$ cat config.mk
export PLATFORM = sky130hd
export DESIGN_NAME = crc_128_arb_flat
export DESIGN_NICKNAME = d
export VERILOG_FILES = /design/src/rtl/crc_128_arb_if.sv /design/src/rtl/crc_128_arb.sv /design/src/flat_wrapper.sv
export SDC_FILE = /design/constraint.sdc
export NUM_CORES = 1
export LEC_CHECK = 0
export CELL_PAD_IN_SITES_DETAIL_PLACEMENT = 1
export CELL_PAD_IN_SITES_GLOBAL_PLACEMENT = 1
export CORE_AREA = 3 3 370 372
export DETAILED_ROUTE_END_ITERATION = 10
export DIE_AREA = 0 0 373 375
export PLACE_DENSITY_LB_ADDON = 0.1
export SYNTH_ARGS = -nofsm -noshare
export SYNTH_HDL_FRONTEND = slang
export SYNTH_SLANG_ARGS = --single-unit
$ cat constraint.sdc
create_clock -name clk -period 3.94 [get_ports clk]
set_clock_uncertainty 0.15 [all_clocks]
set_input_delay 0.394 -clock clk [delete_from_list [all_inputs] [get_ports clk]]
set_output_delay 0.394 -clock clk [all_outputs]
set_load 0.005 [all_outputs]
$ cat src/rtl/crc_128_arb_if.sv
// Bundle of request, encoder and response signals between crc_128_arb and its neighbours.
// The slave modport is the arbiter's view. The master modport is the environment's view.
interface crc_128_arb_if #(
   parameter int NREQ = 4,
   parameter int DW   = 128,
   parameter int CW   = 134
);
   localparam int IW = (NREQ > 1) ? $clog2(NREQ) : 1;

   logic [NREQ-1:0]    req_valid;
   logic [NREQ*DW-1:0] req_data;
   logic [NREQ-1:0]    req_ready;
   logic               enc_enable;
   logic [DW-1:0]      enc_data;
   logic [CW-1:0]      enc_code;
   logic               enc_valid;
   logic               rsp_valid;
   logic               rsp_ready;
   logic [IW-1:0]      rsp_id;
   logic [CW-1:0]      rsp_code;
   logic               rsp_err;
   logic               busy;
   logic [15:0]        done_cnt;

   modport slave (
      input  req_valid, req_data, enc_code, enc_valid, rsp_ready,
      output req_ready, enc_enable, enc_data, rsp_valid, rsp_id, rsp_code, rsp_err, busy, done_cnt
   );

   modport master (
      output req_valid, req_data, enc_code, enc_valid, rsp_ready,
      input  req_ready, enc_enable, enc_data, rsp_valid, rsp_id, rsp_code, rsp_err, busy, done_cnt
   );
endinterface

$ cat src/rtl/crc_128_arb.sv
// Round-robin arbiter that shares one crc_128_enc among NREQ requesters.
// Each transaction holds its response until the consumer accepts it, and a stalled encoder times out.
module crc_128_arb #(
   parameter int NREQ = 4,
   parameter int DW   = 128,
   parameter int CW   = 134,
   parameter int TMO  = 15
) (
   input  logic           clk,
   input  logic           reset,
   crc_128_arb_if.slave   bus
);
   localparam int IW = (NREQ > 1) ? $clog2(NREQ) : 1;
   localparam int TW = (TMO > 0) ? $clog2(TMO + 1) : 1;

   typedef enum logic [1:0] {S_IDLE, S_ISSUE, S_WAIT, S_HOLD} state_t;

   state_t          r_state;
   state_t          w_next;
   logic [IW-1:0]   r_last;
   logic [NREQ-1:0] r_req_ready;
   logic [DW-1:0]   r_enc_data;
   logic [IW-1:0]   r_rsp_id;
   logic [CW-1:0]   r_rsp_code;
   logic            r_rsp_err;
   logic [15:0]     r_done_cnt;
   logic [TW-1:0]   r_tmo;

   logic            w_gnt_found;
   logic [IW-1:0]   w_gnt_idx;
   logic            w_hi_found;
   logic [IW-1:0]   w_hi_idx;
   logic [IW-1:0]   w_lo_idx;
   logic            w_tmo_hit;

   assign w_tmo_hit = (r_tmo == TW'(TMO));

   // Round robin: take the lowest pending index above last_grant, otherwise wrap to the lowest pending index.
   // NOTE: every combinational output gets a default before any branch, so no latch is inferred.
   always_comb begin
      w_gnt_found = |bus.req_valid;
      w_hi_found  = 1'b0;
      w_hi_idx    = '0;
      w_lo_idx    = '0;
      for (int i = NREQ - 1; i >= 0; i--) begin
         if (bus.req_valid[i]) begin
            w_lo_idx = IW'(i);
            if (IW'(i) > r_last) begin
               w_hi_found = 1'b1;
               w_hi_idx   = IW'(i);
            end
         end
      end
      w_gnt_idx = w_hi_found ? w_hi_idx : w_lo_idx;
   end

   always_comb begin
      w_next = r_state;
      case (r_state)
         S_IDLE:  if (w_gnt_found) w_next = S_ISSUE;
         S_ISSUE: w_next = S_WAIT;
         S_WAIT:  if (bus.enc_valid || w_tmo_hit) w_next = S_HOLD;
         S_HOLD:  if (bus.rsp_ready) w_next = S_IDLE;
         default: w_next = S_IDLE;
      endcase
   end

   // NOTE: sequential state is written with non-blocking assignments only, so flops update together at the edge.
   always_ff @(posedge clk) begin
      if (reset) r_state <= S_IDLE;
      else       r_state <= w_next;
   end

   // NOTE: there is no memory array here. Every register, including the wide data paths, is reset to a known value.
   always_ff @(posedge clk) begin
      if (reset) begin
         r_last      <= IW'(NREQ - 1);
         r_req_ready <= '0;
         r_enc_data  <= '0;
         r_rsp_id    <= '0;
         r_rsp_code  <= '0;
         r_rsp_err   <= 1'b0;
         r_done_cnt  <= '0;
         r_tmo       <= '0;
      end else begin
         r_req_ready <= '0;
         case (r_state)
            S_IDLE: begin
               if (w_gnt_found) begin
                  r_req_ready[w_gnt_idx] <= 1'b1;
                  r_enc_data             <= bus.req_data[int'(w_gnt_idx) * DW +: DW];
                  r_rsp_id               <= w_gnt_idx;
                  r_last                 <= w_gnt_idx;
               end
            end
            S_ISSUE: r_tmo <= '0;
            S_WAIT: begin
               r_tmo <= r_tmo + 1'b1;
               // A code word that arrives on the timeout cycle still wins.
               if (bus.enc_valid) begin
                  r_rsp_code <= bus.enc_code;
                  r_rsp_err  <= 1'b0;
               end else if (w_tmo_hit) begin
                  r_rsp_code <= '0;
                  r_rsp_err  <= 1'b1;
               end
            end
            S_HOLD: if (bus.rsp_ready) r_done_cnt <= r_done_cnt + 16'd1;
            default: ;
         endcase
      end
   end

   assign bus.req_ready  = r_req_ready;
   assign bus.enc_enable = (r_state == S_ISSUE);
   assign bus.enc_data   = r_enc_data;
   assign bus.rsp_valid  = (r_state == S_HOLD);
   assign bus.rsp_id     = r_rsp_id;
   assign bus.rsp_code   = r_rsp_code;
   assign bus.rsp_err    = r_rsp_err;
   assign bus.busy       = (r_state != S_IDLE);
   assign bus.done_cnt   = r_done_cnt;
endmodule
$ cat src/flat_wrapper.sv
// flat-port wrapper written by rule: the top's interface ports become plain ports
module crc_128_arb_flat 
#(
   parameter int NREQ = 4,
   parameter int DW   = 128,
   parameter int CW   = 134,
   parameter int TMO  = 15
)
  (clk, reset, bus_req_valid, bus_req_data, bus_enc_code, bus_enc_valid, bus_rsp_ready, bus_req_ready, bus_enc_enable, bus_enc_data, bus_rsp_valid, bus_rsp_id, bus_rsp_code, bus_rsp_err, bus_busy, bus_done_cnt);
  crc_128_arb_if #(.NREQ(NREQ), .DW(DW), .CW(CW)) bus_i ();
  input  logic clk;
  input  logic reset;
  input wire logic [$bits(bus_i.req_valid)-1:0] bus_req_valid;
  input wire logic [$bits(bus_i.req_data)-1:0] bus_req_data;
  input wire logic [$bits(bus_i.enc_code)-1:0] bus_enc_code;
  input wire logic [$bits(bus_i.enc_valid)-1:0] bus_enc_valid;
  input wire logic [$bits(bus_i.rsp_ready)-1:0] bus_rsp_ready;
  output wire logic [$bits(bus_i.req_ready)-1:0] bus_req_ready;
  output wire logic [$bits(bus_i.enc_enable)-1:0] bus_enc_enable;
  output wire logic [$bits(bus_i.enc_data)-1:0] bus_enc_data;
  output wire logic [$bits(bus_i.rsp_valid)-1:0] bus_rsp_valid;
  output wire logic [$bits(bus_i.rsp_id)-1:0] bus_rsp_id;
  output wire logic [$bits(bus_i.rsp_code)-1:0] bus_rsp_code;
  output wire logic [$bits(bus_i.rsp_err)-1:0] bus_rsp_err;
  output wire logic [$bits(bus_i.busy)-1:0] bus_busy;
  output wire logic [$bits(bus_i.done_cnt)-1:0] bus_done_cnt;
  assign bus_i.req_valid = bus_req_valid;
  assign bus_i.req_data = bus_req_data;
  assign bus_i.enc_code = bus_enc_code;
  assign bus_i.enc_valid = bus_enc_valid;
  assign bus_i.rsp_ready = bus_rsp_ready;
  assign bus_req_ready = bus_i.req_ready;
  assign bus_enc_enable = bus_i.enc_enable;
  assign bus_enc_data = bus_i.enc_data;
  assign bus_rsp_valid = bus_i.rsp_valid;
  assign bus_rsp_id = bus_i.rsp_id;
  assign bus_rsp_code = bus_i.rsp_code;
  assign bus_rsp_err = bus_i.rsp_err;
  assign bus_busy = bus_i.busy;
  assign bus_done_cnt = bus_i.done_cnt;
  crc_128_arb #(.NREQ(NREQ), .DW(DW), .CW(CW), .TMO(TMO)) u_core (.clk(clk), .reset(reset), .bus(bus_i));
endmodule
# Yosys cells after proc, flatten, opt, wreduce, memory -nomap -nowiden
# Index checks and enable logic that the tools add are counted.
# W data, S select, Z words.
# word_totals
reg_bits	293
latch_bits	0
ram_bits	0
romBits	0
in_bits	654
out_inout_bits	288
memories	0
# classes
add_sub_neg	2
multipliers	0
div_mod_pow	0
n_lt_le_gt_ge	6
eq_ne	7
shift	1
n_mux	32
bitwise_logic	2
n_reduce_logical	12
# op_table
cell	count
$shiftx A512 B10 Y128	1
$mux W134	2
$mux W2	16
$add A16 B1 Y16 const B	1
$mux W1	11
$pmux W2 S4	1
$pmux W4 S2	1
$reduce_and A2 Y1	3
$reduce_bool A2 Y1	3
$add A4 B1 Y4 const B	1
$eq A2 B2 Y1 const B	2
$eq A4 B4 Y1 const B	1
$gt A1 B2 Y1 const A	2
$gt A2 B2 Y1 const A	2
$ne A2 B1 Y1 const B	2
$reduce_or A4 Y1	1
$lt A2 B3 Y1 const B	1
$reduce_and A3 Y1	1
$reduce_or A3 Y1	1
$demux W1 S2	1
$eq A2 B1 Y1 const B	1
$ge A2 B1 Y1 const B	1
$logic_not A2 Y1	1
$ne A2 B2 Y1 const B	1
3 further kinds	4

# Longest topological paths before layout
# Gate-level depths: netlist of the first run.
# logic_depth
depth_word	14
mapped_depth	8

# Worst setup path before layout of the first run
# No wires, ideal clock.
# synth_path
path_type	reg2reg
from	reg u_core.r_state[0]
to	reg u_core.r_rsp_code[113], in the netlist u_core.bus.rsp_code[113]
setup_ns	0.065
arrival_ns	1.708
required_time_ns	3.725
slack_ns	2.017
path_stages_with_launch	9
cell_sequence	dfxtp_1 inv_1 ha_1 and2_1 clkbuf_1 buf_2 buf_1 a22oi_1 nor2_1
# synth_between
elab_chain_cells	2
# synth_lines
element	line_no	text
from (decl)	crc_128_arb.sv:18	state_t r_state;
from (signal assigned)	crc_128_arb.sv:71	else r_state <= w_next;
$eq A2 B2 Y1	crc_128_arb.sv:87	case (r_state)
$reduce_and A2 Y1 (no source line)	n/a	
to (signal assigned)	crc_128_arb.sv:101	r_rsp_code <= bus.enc_code;
to (decl)	crc_128_arb.sv:24	logic [CW-1:0] r_rsp_code;
# Every way passes these cells.
# A chain may end at the register's enable or synchronous reset.

# Final worst setup path of the first run
# layout_path
from	reg u_core.r_state[0]
to	out bus_busy
# layout_between
elab_chain_cells	1
# layout_lines
element	line_no	text
$reduce_bool A2 Y1	crc_128_arb.sv:121	assign bus.busy = (r_state != S_IDLE);
to (decl)	flat_wrapper.sv:25	output wire logic [$bits(bus_i.busy)-1:0] bus_busy;
# Every way passes these cells.

==> key figures, run 1 <==
Pwr
  – Cell Pwr Density: 587.6 nW/um^2
  – Total power: 15870 uW
  – Worst vdd ir: 0.3937 mV
  – LEAKAGE: 0.009082 uW

STA
  – Worst-Margin Slew: 903.1 ps
  – Period utilization: 0.6992
  – Setup TNS: 0 ps
  – Final Critical Period: 2755 ps
  – RSZ-0062 raised after global routing: no
  – Final Hold Vio Count: 0
  – Setup violators final: 0
  – Fmax: 363.0 MHz
  – Max-slew violations: 0
  – Rel. slew slack: 0.3979

Critical path
  – CP Data Arrival Time: 2210 ps
  – FF-to-FF Start: u_core.r_last[1]
  – WP data required: 3400 ps
  – CP Launch Type: register
  – Crit path max fanout: 4
  – Critical path's largest stage delay: 630 ps
  – Top Family by Delay on Critical Path: buffers and inverters
  – Worst path cell trace: inv_1 -> ha_1 -> inv_1 -> clkdlybuf4s50_1
  – R2R depth: 4
  – Most used cell along the critical path: inv_1
  – Setup crit end kind: output pin
  – Kind of critical path: reg -> out
  – Reg2reg setup slack: 1370 ps
  – Worst r2r dst: u_core.bus.enc_data[3]
  – Buffers and inverters on the worst path: 3
  – Slowest stage cell, crit path: clkdlybuf4s50_1

Finish
  – Commonest cells after routing, fill and taps aside: clkdlybuf4s50_1 (938), dfxtp_1 (293), nor2_1 (156)
  – Area growth syn-to-layout: 92.96%
  – Nets: between 3000 and 4000
  – Layout cell share with drive strength beyond 1: 0.05006
  – Filler cells: 15484
  – Most common cell after layout, fill and taps aside: clkdlybuf4s50_1
  – Fin cells: between 4000 and 5000

Placed design
  – Buffers on Ports: between 900 and 1000
  – Placed insts: approximately 4200
  – Final Wtd Congestion: 0.7924
  – Detailed Place HPWL: between 80 and 90 mm

Logic synthesis
  – Synth cell types: 43
  – Register area share after synthesis: 0.4191
  – Top cell type by total area after synthesis: dfxtp_1
  – Post-Syn Area: 14000 um^2
  – Post-synthesis register bit count: 293
  – Ys async rst share: 0
  – Main synth FF type: dfxtp_1
  – Synth warn: 0
  – Mean post-synth cell area: roughly 8.4 um^2
  – Syn nets: between 2000 and 2500
  – Yosys top cell area share: 0.4191
  – Largest cells by area after synthesis: dfxtp_1 (42%), a32oi_1 (8.0%), a22oi_1 (7.2%)
  – Synth Instances: ~1700
  – EDFF count, synth: 0

Route
  – DR WL/cell: 27.49 um
  – Final ANT Viol Nets: 0
  – Remaining DRCs: 0
  – First drt pass iteration count: 6
  – Routed Wire Length: 119.0 mm
  – Via count: 17606
  – Via count normalized by instance count: 4.067
  – Initial DRC count: 660

Floorplanning
  – Rows: around 130
  – Chip Width: 373 um
  – Core box area: 133600 um^2
  – Die footprint: 139900 um^2
  – Chip height: 375 um
  – Initial Util: 0.1047
  – Ports: roughly 940

Global routing
  – Total global routing overflow: 0
  – GRT Total Usage: 0.1626
  – Wire length of the first global-routing pass: 162.8 mm
  – Vias in the first global route: about 19000
  – Initial antenna violation count: around 70
  – Largest net degree at the start of global routing: 122

CTS
  – Clk Latency, worst-skew pair: 610 ps
  – Register clock-pin slew on the reported worst setup and hold paths: approximately 60 ps
  – PostCTS Resize Cnt: 0
  – Clock Sinks: between 200 and 300
  – CTS Hold Bufs: 0
  – Post-CTS setup buffer count: 0
  – CTS tree: yes
  – H-tree depth: 2
  – Clock buffer depth: 3
  – Clk root buf: clkbuf_16
  – TritonCTS Buffers: 45

Outcome
  – Status: complete, no violations

Worst hold path
  – Hold_sp: bus_req_valid[1]
  – WHS Endpoint: u_core.bus.req_ready[1]
  – Worst hold path type: in -> reg
  – Hold-critical path depth: 3

Run
  – Max-cap viol count: 0
worst max path at each step:
stage	slack [ps]	cells after the start	from	to
detailed placement	660	6	bus_req_valid[2]	u_core.bus.enc_data[3]
global placement	740	6	bus_req_valid[2]	u_core.bus.enc_data[90]
CTS	1090	4	u_core.r_state[0]	bus_busy
global route	1060	4	u_core.r_state[0]	bus_busy
finish	1190	4	u_core.r_state[0]	bus_busy
floorplan	2020	8	u_core.r_state[0]	u_core.bus.rsp_code[113]
through the flow:
step	hold slack, ps	util	cell area [um^2]	setup slack [ps]
2_1_floorplan	300.4	-	14000	2017
3_3_place_gp	296.7	0.1905	25460	743.4
3_5_place_dp	298.8	0.1905	25460	656.3
4_1_cts	59.48	0.2017	26950	1093
5_1_grt	127.1	0.2018	26960	1061
6_report	140.2	0.2021	27010	1185
cell type report:
type                            count  area (um^2)  area share
Multi-Input combinational cell   1168         7375      0.2731
Timing Repair Buffer              986         9973      0.3693
Clock buffer                       73         1381     0.05115
Tap cell                         1768         2212     0.08191
Sequential cell                   293         5866      0.2172
Inverter                            9        33.78    0.001251
Clock inverter                      8        105.1    0.003892
Antenna cell                       24        60.06    0.002224
state kept, by name, indices dropped and copies added (netlist names):
| signal | cells |
|---|---|
| u_core.bus.done_cnt | 16 |
| u_core.bus.enc_data | 128 |
| u_core.r_last | 2 |
| u_core.bus.rsp_code | 134 |
| u_core.r_state | 2 |
| u_core.r_tmo | 4 |
| u_core.bus.rsp_err | 1 |
| u_core.bus.rsp_id | 2 |
| u_core.bus.req_ready | 4 |
power by group:
| part | internal [uW] | total, uW | leakage (uW) | switching (uW) |
|---|---|---|---|---|
| sequential | 3780 | 4260 | 0.00240 | 483 |
| clock | 2410 | 4170 | 0.000730 | 1760 |
| combinational | 3340 | 7440 | 0.00595 | 4100 |
worst min-delay path, delay by kind of cell:
family	cells	cell delay (ps)
and+or+nand+nor	2	180
buffers and inverters	1	260
cell usage after synthesis, types with 2 or more instances:
| cell | instances |
|---|---|
| a211oi_2 | 2 |
| a21oi_1 | 139 |
| a221o_1 | 2 |
| a221oi_1 | 2 |
| a22oi_1 | 135 |
| a31oi_1 | 129 |
| a32oi_1 | 128 |
| and2_1 | 130 |
| and3_1 | 5 |
| buf_1 | 15 |
| buf_2 | 35 |
| clkbuf_1 | 144 |
| dfxtp_1 | 293 |
| ha_1 | 6 |
| inv_1 | 9 |
| mux2i_1 | 2 |
| nand2_1 | 10 |
| nand2b_1 | 6 |
| nand3_1 | 6 |
| nand4_1 | 7 |
| nor2_1 | 157 |
| nor2b_1 | 2 |
| nor3_1 | 10 |
| nor3b_1 | 2 |
| nor4_1 | 2 |
| o21ai_0 | 115 |
| o21ai_1 | 17 |
| o21bai_1 | 129 |
| o31ai_1 | 2 |
| or3_1 | 2 |
| or4_1 | 2 |
| xnor2_1 | 3 |
| xor2_1 | 6 |
metal layers:
| layer | share of wire | routed length (um) | up-vias | GRT usage |
|---|---|---|---|---|
| met5 | 0.0028 | 328 | - | 0 |
| met4 | 0.021 | 2522 | 48 | 0.03677 |
| met3 | 0.088 | 10470 | 182 | 0.06769 |
| met2 | 0.52 | 62320 | 695 | 0.3042 |
| met1 | 0.36 | 43390 | 8689 | 0.1674 |
| li1 | - | - | 7992 | - |
cells by family after synthesis:
group | after synthesis | synth area share
AOI/OAI and AO/OA | 807 | 0.3874
and+or+nand+nor | 343 | 0.1227
DFF | 293 | 0.4191
buffers and inverters | 203 | 0.05757
xor gates and xnor gates | 9 | 0.005632
adders and majority gates | 6 | 0.005364
muxes | 3 | 0.002235
(Power assumes the default switching activity.)
==> inputs of run 2 (changes only) <==
--- a/config.mk
+++ b/config.mk
@@ -7,9 +7,9 @@
 export LEC_CHECK = 0
 export CELL_PAD_IN_SITES_DETAIL_PLACEMENT = 1
 export CELL_PAD_IN_SITES_GLOBAL_PLACEMENT = 1
-export CORE_AREA = 3 3 370 372
+export CORE_AREA = 3 3 364 366
 export DETAILED_ROUTE_END_ITERATION = 10
-export DIE_AREA = 0 0 373 375
+export DIE_AREA = 0 0 367 369
 export PLACE_DENSITY_LB_ADDON = 0.1
 export SYNTH_ARGS = -nofsm -noshare
 export SYNTH_HDL_FRONTEND = slang
==> constraint.sdc (replaced) <==
create_clock -name clk -period 2.3 [get_ports clk]
set_clock_uncertainty 0.15 [all_clocks]
set_input_delay 0.23 -clock clk [delete_from_list [all_inputs] [get_ports clk]]
set_output_delay 0.23 -clock clk [all_outputs]
set_load 0.005 [all_outputs]
==> key figures, run 2 (synthesis results as in run 1) <==
Outcome
  – Status: complete, no violations

Finish
  – Commonest cells after routing, fill and taps aside: clkdlybuf4s50_1 (934), dfxtp_1 (293), nor2_1 (156)
  – Sequential cell area: 5866 um^2
  – Area of the multi-input gates: between 7000 and 8000 um^2
  – Nets: roughly 3300
  – Max reg flops: 134
  – Layout cell share with drive strength beyond 1: 0.08166
  – Area growth syn-to-layout: 101.1%
  – Most common cell after layout, fill and taps aside: clkdlybuf4s50_1
  – Filler cells: ~15000

CTS
  – Clk Latency, worst-skew pair: 610 ps
  – H-tree depth: 2
  – Clk root buf: clkbuf_16
  – Register clock-pin slew on the reported worst setup and hold paths: 60 ps
  – TritonCTS Buffers: 46
  – Post-CTS setup buffer count: 0
  – Clock buffer depth: 3
  – Clock Sinks: 293
  – CTS tree: yes

Route
  – Via count normalized by instance count: 4.052
  – Final ANT Viol Nets: 0
  – DR WL/cell: between 20 and 30 um
  – Remaining DRCs: 0
  – First drt pass iteration count: 5
  – Via count: approximately 18000
  – Routed Wire Length: 117.1 mm
  – Initial DRC count: 777

Floorplanning
  – Die footprint: 135400 um^2
  – Chip Width: between 300 and 400 um
  – Chip height: ~370 um
  – Initial Util: 0.1081
  – Ports: roughly 940
  – Rows: 132
  – Core box area: ~130000 um^2

Global routing
  – Total global routing overflow: 0
  – Initial antenna violation count: 69
  – GRT Total Usage: 0.1645
  – Wire length of the first global-routing pass: 160.2 mm
  – Vias in the first global route: around 20000
  – Largest net degree at the start of global routing: 120

Placed design
  – Detailed Place HPWL: 91.69 mm
  – Final Wtd Congestion: 0.8185
  – Pre-CTS WS: -174.5 ps
  – Buffers on Ports: 941

Critical path
  – Reg2reg setup slack: 120 ps
  – CP Data Arrival Time: about 2500 ps
  – Crit path max fanout: 43
  – Setup crit end kind: register
  – Worst r2r dst: u_core.bus.enc_data[58]
  – Kind of critical path: in -> reg
  – CP startpoint: bus_req_valid[3]
  – CP Launch Type: primary input
  – R2R depth: 6
  – FF-to-FF Start: u_core.r_last[0]
  – Crit path to: u_core.bus.enc_data[58]
  – WP data required: around 2600 ps

Run
  – Max-cap viol count: 0

STA
  – Final Critical Period: 2188 ps
  – Fmax: roughly 460 MHz
  – Max-slew violations: 0
  – Period utilization: 0.9512
  – Setup slack after layout: around 110 ps
  – Rel. slew slack: 0.4632
  – Final Hold Vio Count: 0
  – RSZ-0062 raised after global routing: no
  – Worst-Margin Slew: 805.2 ps
  – Setup violators final: 0

Worst hold path
  – Worst hold path type: in -> reg

Pwr
  – Worst vdd ir: 0.4979 mV
  – LEAKAGE: 0.009709 uW
  – Cell Pwr Density: 1014 nW/um^2
  – Total power: 28540 uW
-- run 2: cell count changes in the layout (fill, tap and decap cells not counted), sizes merged, moves of 2 or more --
cell,before,now
buf,48,130
dlygate4sd3,0,23
clkdlybuf4s50,938,934
diode,24,28
bufinv,0,3
clkinvlp,0,3
dlygate4sd2,0,2
-- run 2: report_power, final --
group | switching, uW | internal, uW | leakage, uW | total (uW)
sequential | 874 | 6470 | 0.00240 | 7350
combinational | 7140 | 6500 | 0.00654 | 13600
clock | 3040 | 4510 | 0.000773 | 7560
-- run 2: final cells by class --
cell class	count	share of cell area
Clock inverter	13	0.007559
Multi-Input combinational cell	1168	0.2623
Tap cell	1742	0.07746
Sequential cell	293	0.2084
Clock buffer	72	0.04936
Timing Repair Buffer	1090	0.3912
Antenna cell	28	0.002490
Inverter	9	0.001201
-- run 2: routing by layer --
metal  track usage  wire length [um]  up-vias  share of wire
met5             0               237        -         0.0020
met4       0.04018              2397       36          0.020
met1        0.1703             43080     8779           0.37
met3       0.06433              9846      175          0.084
met2        0.3086             61510      709           0.53
li1              -                 -     8190              -
-- run 2: timing repair --
item	in CTS	in global routing
gates resized for setup	6	4
hold buffers	23	0
hold endpoints to repair	25	0
endpoints found under the setup margin	3	3
-- run 2: worst min path at each step --
stage / cells past startpoint / slack, ps / from / endpoint
after CTS: 3 / 1 / bus_req_data[14] / u_core.bus.enc_data[14]
after global routing: 3 / 9 / bus_req_data[125] / u_core.bus.enc_data[125]
after floorplan: 2 / 240 / bus_enc_code[0] / u_core.bus.rsp_code[0]
final: 3 / 60 / bus_req_data[14] / u_core.bus.enc_data[14]
after global placement: 2 / 300 / u_core.bus.rsp_err / u_core.bus.rsp_err
after detailed placement: 2 / 300 / u_core.bus.rsp_err / u_core.bus.rsp_err
-- run 2: stage by stage --
stage / cells / hold slack (ps) / setup TNS (ps) / instance area, um^2 / util
floorplan: 1664 / 241.8 / 0 / 14000 / -
global placement: 4279 / 298.7 / -2838 / 26240 / 0.2026
detailed placement: 4279 / 301.3 / -3965 / 26240 / 0.2026
CTS: 4387 / 1.034 / 0 / 28070 / 0.2168
global route: 4401 / 9.244 / 0 / 28100 / 0.2170
finish: 4415 / 61.49 / 0 / 28140 / 0.2173
-- run 2: worst max-delay path: stages --
cell           delay [ps]
dlygate4sd3_1         580
buf_4                 230
nand2b_1              160
a311o_2               480
buf_12                180
a32oi_1               370
buf_4                 170
a31oi_1                60
